==> config.mk <==
export PLATFORM = sky130hd
export DESIGN_NAME = acf_normalise_buffer_flat
export DESIGN_NICKNAME = d
export VERILOG_FILES = /design/src/rtl/acf_normalise_buffer_if.sv /design/src/rtl/acf_normalise_buffer.sv /design/src/flat_wrapper.sv
export SDC_FILE = /design/constraint.sdc
export NUM_CORES = 2
export LEC_CHECK = 0
export CORE_ASPECT_RATIO = 0.8
export CORE_MARGIN = 4
export CORE_UTILIZATION = 30
export CTS_BUF_LIST = sky130_fd_sc_hd__clkbuf_8 sky130_fd_sc_hd__clkbuf_16
export DETAILED_ROUTE_END_ITERATION = 10
export GPL_TIMING_DRIVEN = 0
export SLEW_MARGIN = 10
export SYNTH_ARGS = -nofsm -noshare
export SYNTH_HDL_FRONTEND = slang
export SYNTH_SLANG_ARGS = --single-unit
==> constraint.sdc <==
create_clock -name iClock -period 10.9 [get_ports iClock]
set_input_delay 3.27 -clock iClock [delete_from_list [all_inputs] [get_ports iClock]]
set_output_delay 3.27 -clock iClock [all_outputs]
set_load 0.02 [all_outputs]
==> src/rtl/acf_normalise_buffer_if.sv <==
// Output stream of acf_normalise_buffer: normalised ACF words under a
// valid/ready handshake, plus the frame shift and the sticky overflow flag.
// master = producer (the buffer), slave = consumer (coefficient stage).
interface acf_normalise_buffer_if #(
    parameter int unsigned OW = 32
);
    logic [OW-1:0] oACF;
    logic [3:0]    oLag;
    logic          oValid;
    logic          oLast;
    logic          iReady;
    logic [5:0]    oShift;
    logic          oOverflow;

    modport master (
        output oACF, oLag, oValid, oLast, oShift, oOverflow,
        input  iReady
    );

    modport slave (
        input  oACF, oLag, oValid, oLast, oShift, oOverflow,
        output iReady
    );
endinterface

==> src/rtl/acf_normalise_buffer.sv <==
// Captures one burst of ORDER+1 signed ACF sums (lag 0 first), derives a
// common left shift from lag 0 and re-emits every lag as an OW-bit
// normalised word. Define ACF_ROUND_EN for round-to-nearest output;
// otherwise the shifted word is truncated.
module acf_normalise_buffer #(
    parameter int unsigned ORDER = 12,
    parameter int unsigned IW    = 64,
    parameter int unsigned OW    = 32
) (
    input  logic                          iClock,
    input  logic                          iReset,
    input  logic                          iEnable,
    input  logic [IW-1:0]                 iACF,
    input  logic                          iValid,
    acf_normalise_buffer_if.master        norm_bus
);
    localparam int unsigned LZW = $clog2(IW + 1);

    typedef enum logic [1:0] {StIdle, StCollect, StScan, StEmit} state_t;

    state_t        state_q;
    logic [IW-1:0] acf_mem [0:ORDER];
    logic [3:0]    cnt_q;
    logic [3:0]    lag_q;
    logic [OW-1:0] acf_q;
    logic          valid_q;
    logic          last_q;
    logic [5:0]    shift_q;
    logic          overflow_q;

    logic [LZW-1:0] lead_zeros;
    logic [5:0]     scan_shift;
    logic [3:0]     lag_next;
    logic           accept;
    logic           final_accept;

    // Shift the word left and keep its top OW bits (optionally rounded).
    function automatic logic [OW-1:0] normalise(input logic [IW-1:0] word,
                                                input logic [5:0] sh);
        logic [IW-1:0] shifted;
        logic [OW-1:0] trunc;
        shifted = word << sh;
        trunc   = shifted[IW-1 -: OW];
`ifdef ACF_ROUND_EN
        // Only the largest positive value can carry out; hold it there.
        if (shifted[IW-OW-1] && trunc == {1'b0, {(OW-1){1'b1}}}) begin
            normalise = trunc;
        end else begin
            normalise = trunc + OW'(shifted[IW-OW-1]);
        end
`else
        normalise = trunc;
`endif
    endfunction

    // Leading-zero count of lag 0 and the resulting frame shift.
    always_comb begin
        lead_zeros = LZW'(IW);
        for (int unsigned i = 0; i < IW; i++) begin
            if (acf_mem[0][i]) lead_zeros = LZW'(IW - 1 - i);
        end
        // Zero or negative lag 0 gets no shift; otherwise stop one bit short
        // of the sign bit.
        if (acf_mem[0][IW-1] || acf_mem[0] == '0) begin
            scan_shift = '0;
        end else begin
            scan_shift = 6'(lead_zeros - 1'b1);
        end
        lag_next     = lag_q + 4'd1;
        accept       = valid_q && norm_bus.iReady;
        final_accept = accept && last_q;
    end

    // Frame FSM: capture, scan, emit; all outputs registered here.
    always_ff @(posedge iClock or negedge iReset) begin
        if (!iReset) begin
            state_q    <= StIdle;
            cnt_q      <= '0;
            lag_q      <= '0;
            acf_q      <= '0;
            valid_q    <= 1'b0;
            last_q     <= 1'b0;
            shift_q    <= '0;
            overflow_q <= 1'b0;
            for (int unsigned i = 0; i <= ORDER; i++) acf_mem[i] <= '0;
        end else if (iEnable) begin
            unique case (state_q)
                StIdle: begin
                    if (iValid) begin
                        acf_mem[0] <= iACF;
                        cnt_q      <= 4'd1;
                        state_q    <= StCollect;
                    end
                end
                StCollect: begin
                    if (iValid) begin
                        acf_mem[cnt_q] <= iACF;
                        if (cnt_q == 4'(ORDER)) begin
                            cnt_q   <= '0;
                            state_q <= StScan;
                        end else begin
                            cnt_q <= cnt_q + 4'd1;
                        end
                    end
                end
                StScan: begin
                    if (iValid) overflow_q <= 1'b1;
                    shift_q <= scan_shift;
                    acf_q   <= normalise(acf_mem[0], scan_shift);
                    lag_q   <= '0;
                    valid_q <= 1'b1;
                    last_q  <= 1'b0;
                    state_q <= StEmit;
                end
                StEmit: begin
                    // A word arriving with the final accept opens the next frame.
                    if (iValid && !final_accept) overflow_q <= 1'b1;
                    if (final_accept) begin
                        valid_q <= 1'b0;
                        last_q  <= 1'b0;
                        if (iValid) begin
                            acf_mem[0] <= iACF;
                            cnt_q      <= 4'd1;
                            state_q    <= StCollect;
                        end else begin
                            state_q <= StIdle;
                        end
                    end else if (accept) begin
                        lag_q  <= lag_next;
                        acf_q  <= normalise(acf_mem[lag_next], shift_q);
                        last_q <= (lag_next == 4'(ORDER));
                    end
                end
                default: state_q <= StIdle;
            endcase
        end
    end

    assign norm_bus.oACF      = acf_q;
    assign norm_bus.oLag      = lag_q;
    assign norm_bus.oValid    = valid_q;
    assign norm_bus.oLast     = last_q;
    assign norm_bus.oShift    = shift_q;
    assign norm_bus.oOverflow = overflow_q;
endmodule
==> src/flat_wrapper.sv <==
// flat-port wrapper written by rule: the top's interface ports become plain ports
module acf_normalise_buffer_flat 
#(
    parameter int unsigned ORDER = 12,
    parameter int unsigned IW    = 64,
    parameter int unsigned OW    = 32
)
  (iClock, iReset, iEnable, iACF, iValid, norm_bus_oACF, norm_bus_oLag, norm_bus_oValid, norm_bus_oLast, norm_bus_oShift, norm_bus_oOverflow, norm_bus_iReady);
  acf_normalise_buffer_if #(.OW(OW)) norm_bus_i ();
  input  logic iClock;
  input  logic iReset;
  input  logic iEnable;
  input  logic [IW-1:0] iACF;
  input  logic iValid;
  output wire logic [$bits(norm_bus_i.oACF)-1:0] norm_bus_oACF;
  output wire logic [$bits(norm_bus_i.oLag)-1:0] norm_bus_oLag;
  output wire logic [$bits(norm_bus_i.oValid)-1:0] norm_bus_oValid;
  output wire logic [$bits(norm_bus_i.oLast)-1:0] norm_bus_oLast;
  output wire logic [$bits(norm_bus_i.oShift)-1:0] norm_bus_oShift;
  output wire logic [$bits(norm_bus_i.oOverflow)-1:0] norm_bus_oOverflow;
  input wire logic [$bits(norm_bus_i.iReady)-1:0] norm_bus_iReady;
  assign norm_bus_oACF = norm_bus_i.oACF;
  assign norm_bus_oLag = norm_bus_i.oLag;
  assign norm_bus_oValid = norm_bus_i.oValid;
  assign norm_bus_oLast = norm_bus_i.oLast;
  assign norm_bus_oShift = norm_bus_i.oShift;
  assign norm_bus_oOverflow = norm_bus_i.oOverflow;
  assign norm_bus_i.iReady = norm_bus_iReady;
  acf_normalise_buffer #(.ORDER(ORDER), .IW(IW), .OW(OW)) u_core (.iClock(iClock), .iReset(iReset), .iEnable(iEnable), .iACF(iACF), .iValid(iValid), .norm_bus(norm_bus_i));
endmodule
==> results.md <==
- Share of cells above drive strength 1: 32.68%
- Worst Path Max Fanout: 10
- Most used DFF post-synth: dfrtp_1
- Post-CTS Setup Inserts: 0
- Critical Path Sink Type: register
- Worst reg2reg path endpoint: u_core.norm_bus.oACF[26]$_DFFE_PN0P_
- P&R area growth vs syn: 14.89%
- Antenna Nets Post-Route: 0
- Via-to-Cell Ratio: 5.875
- Clk root buf: clkbuf_16
- Seq/Total Area, Yosys: 45.24%
- Register-to-register setup slack: 3.43 ns
- I/O pin cnt: 114
- Synth Area in XOR/XNOR: 0.07172%
- CTS tree: built
- Max-cap violations: 1
- Rows: 132
- Min Tclk post-route: 7.468 ns
- Syn_area_per_cell: 12.29 um2
- Worst-path cell chain: clkbuf_1 -> nor2b_1 -> a2111oi_0 -> o2111a_1 -> o311a_1 -> o21a_1 -> buf_2 -> buf_1 -> nand2_1 -> ha_1 -> or3_1 -> mux2i_2 -> o21ai_2 -> buf_2 -> nor3_1 -> nor2_1 -> o22ai_1 -> o21ai_0 -> a211oi_1 -> a211oi_1
- Asr flop ratio synth: 100.0%
- Vias in the first global route: 36772
- Syn Nets: 4055
- Clock Tree Buf Depth: 3
- Gr usage total: 22.84%
- Outcome: complete, but fails checks
- Grt total ovfl: 0
- Post-synthesis compound-gate area fraction: 9.357%
- DRC: 0
- Multiplexer area fraction after synthesis: 34.99%
- Yosys cell types: 98
- Die area: 169400 um2
- Worst Hold Class: reg2reg
- Wirelength per Cell: 30.74 um
- Slew Limit Fails: 5
- Final setup viols: 0
- Die Span X: 459.1 um
- Initial DRC count: 4984
- Post-CTS sizing: 0
- Critical Path AT: 8.02 ns
- Commonest non-fill, non-tap cell in the layout: dfrtp_1
- Worst-Margin Slew: 1.550 ns
- Yosys reg bits: 883
- Setup crit start kind: register
- Largest stage delay on the critical path: 0.90 ns
- First-pass GRT wire length: 281800 um
- Hold buffers post-CTS: 0
- Final Hold Viols: 0
- Global placement routability congestion: 0.9997
- Failing checks: capacitance limit, slew limit
- H-Tree Depth: 3
- Post-Syn Instances: 3975
- Fmax: 133.9 MHz
- Number of synthesized flops with an enable pin: 0
- YS warnings: 0
- Pin count of the biggest net entering global routing: 114
- Hold_sp: u_core.norm_bus.oOverflow$_DFFE_PN0P_
- Slew headroom: -4.426%
- Starting Density: 30.18%
- Hold endpoint: u_core.norm_bus.oOverflow$_DFFE_PN0P_
- Chip height: 368.9 um
- WL final: 197400 um
- R2r worst-path depth: 20
- RSZ-0062 raised after global routing: false
- Clock skew: 0.06780 ns
- Setup TNS: 0 ns
- Cell area after synthesis: 48850 um2
- Initial antenna violation count: 11
- CTS Buf Count: 88
- I/O Buffers: 112
- Clock tree sinks: 883
- Most frequent cells in the layout: dfrtp_1 (883), mux2_2 (799), nand2_1 (319)
- Via count: 37727
- Clock transition at path regs: 0.06 ns
- Simple-gate area share of the yosys netlist: 6.201%
- Crit path required time: 11.45 ns
- Hold Crit Depth: 1
- Final period util: 68.52%
- HPWL after DPL: 148300 um
- Crit Path Class: reg2reg
- 1st-pass router iterations: 7
- Synth Area in Adders: 0.2818%
- Crit-path slowest cell: o22ai_1
- Combinational family with the most area after synthesis: multiplexers
- Core ar.: 161900 um2
- Nets: 4286
- R2r startpoint: u_core.acf_mem[809]$_DFFE_PN0P_
- Worst-Skew Late Latency: 0.74 ns
[per-stage QoR]
step	area [um2]	cells	utilization [%]	setup WS (ns)	hold WS [ns]
global route	56110	6419	34.67	3.267	0.5071
global placement	52650	6231	32.53	-33.79	0.4557
CTS	56090	6416	34.65	3.661	0.4776
finish	56120	6422	34.67	3.432	0.4716
floorplan	48850	3975	-	5.718	0.4721
detailed placement	53110	6257	32.82	3.664	0.4624
[area by class of cell]
type	instances	area (um2)
diodes	3	7.507
plain buffers	398	1764
clock buffers	107	2475
clock inverters	52	499.2
fillers	15980	105700
inverters	32	120.1
multi-input cells	2662	24900
flip-flops and latches	883	22100
well taps	2144	2683
repair buffers	141	1573
[kinds of logic after synthesis]
group,count (synthesis)
compound gates,681
xor+xnor,4
mux,1294
flops,883
simple gates,672
buf+inv,430
fa+ha+maj,11
[critical path: cells and delay by family (launching register included)]
family / cells / cell delay (ns)
adder cells (fa/ha/maj): 1 / 0.35
AND/OR/NAND/NOR: 5 / 1.16
buffers and inverters: 4 / 1.49
multiplexers: 1 / 0.55
AO/OA/AOI/OAI: 9 / 3.39
flip-flops: 1 / 0.36
[metal layers]
metal | global-route usage [%] | wire, um | up-vias
li1 | - | - | 15413
met1 | 33.24 | 86970 | 19981
met2 | 32.25 | 81930 | 2018
met3 | 7.299 | 22130 | 311
met4 | 6.738 | 6330 | 4
met5 | 0 | 26 | -
[cell usage after synthesis, types with 44 or more instances]
cell type / count / area, um2
mux2_2: 799 / 8997
dfrtp_1: 883 / 22100
buf_2: 90 / 450.4
clkbuf_1: 259 / 972.2
nand2_1: 319 / 1197
o211ai_1: 44 / 330.3
nor2_1: 140 / 525.5
a21oi_1: 92 / 460.4
a22oi_1: 61 / 457.9
mux2i_1: 241 / 2412
nand3_1: 61 / 305.3
o21ai_0: 223 / 1116
mux4_2: 248 / 5585
[worst max path at each step]
stage | from | end | slack [ns] | cells past startpoint
final | u_core.acf_mem[809]$_DFFE_PN0P_ | u_core.norm_bus.oACF[26]$_DFFE_PN0P_ | 3.43 | 20
after global routing | u_core.acf_mem[809]$_DFFE_PN0P_ | u_core.norm_bus.oACF[26]$_DFFE_PN0P_ | 3.27 | 20
after CTS | u_core.acf_mem[809]$_DFFE_PN0P_ | u_core.norm_bus.oACF[26]$_DFFE_PN0P_ | 3.66 | 20
after detailed placement | u_core.acf_mem[809]$_DFFE_PN0P_ | u_core.norm_bus.oACF[26]$_DFFE_PN0P_ | 3.66 | 20
after global placement | iReset | u_core.norm_bus.oACF[18]$_DFFE_PN0P_ | -33.79 | 1
after floorplan | iEnable | u_core.acf_mem[387]$_DFFE_PN0P_ | 5.72 | 7
[flip-flops by register name, indices dropped and copies added, names as in the netlist]
name / cells
u_core.acf_mem: 832
u_core.cnt_q: 4
u_core.norm_bus.oACF: 32
u_core.norm_bus.oLag: 4
u_core.norm_bus.oLast: 1
u_core.norm_bus.oOverflow: 1
u_core.norm_bus.oShift: 6
u_core.norm_bus.oValid: 1
u_core.state_q: 2
Power is not shown: default switching activity piles up to over one toggle a cycle in this logic, so the estimate is an artifact.
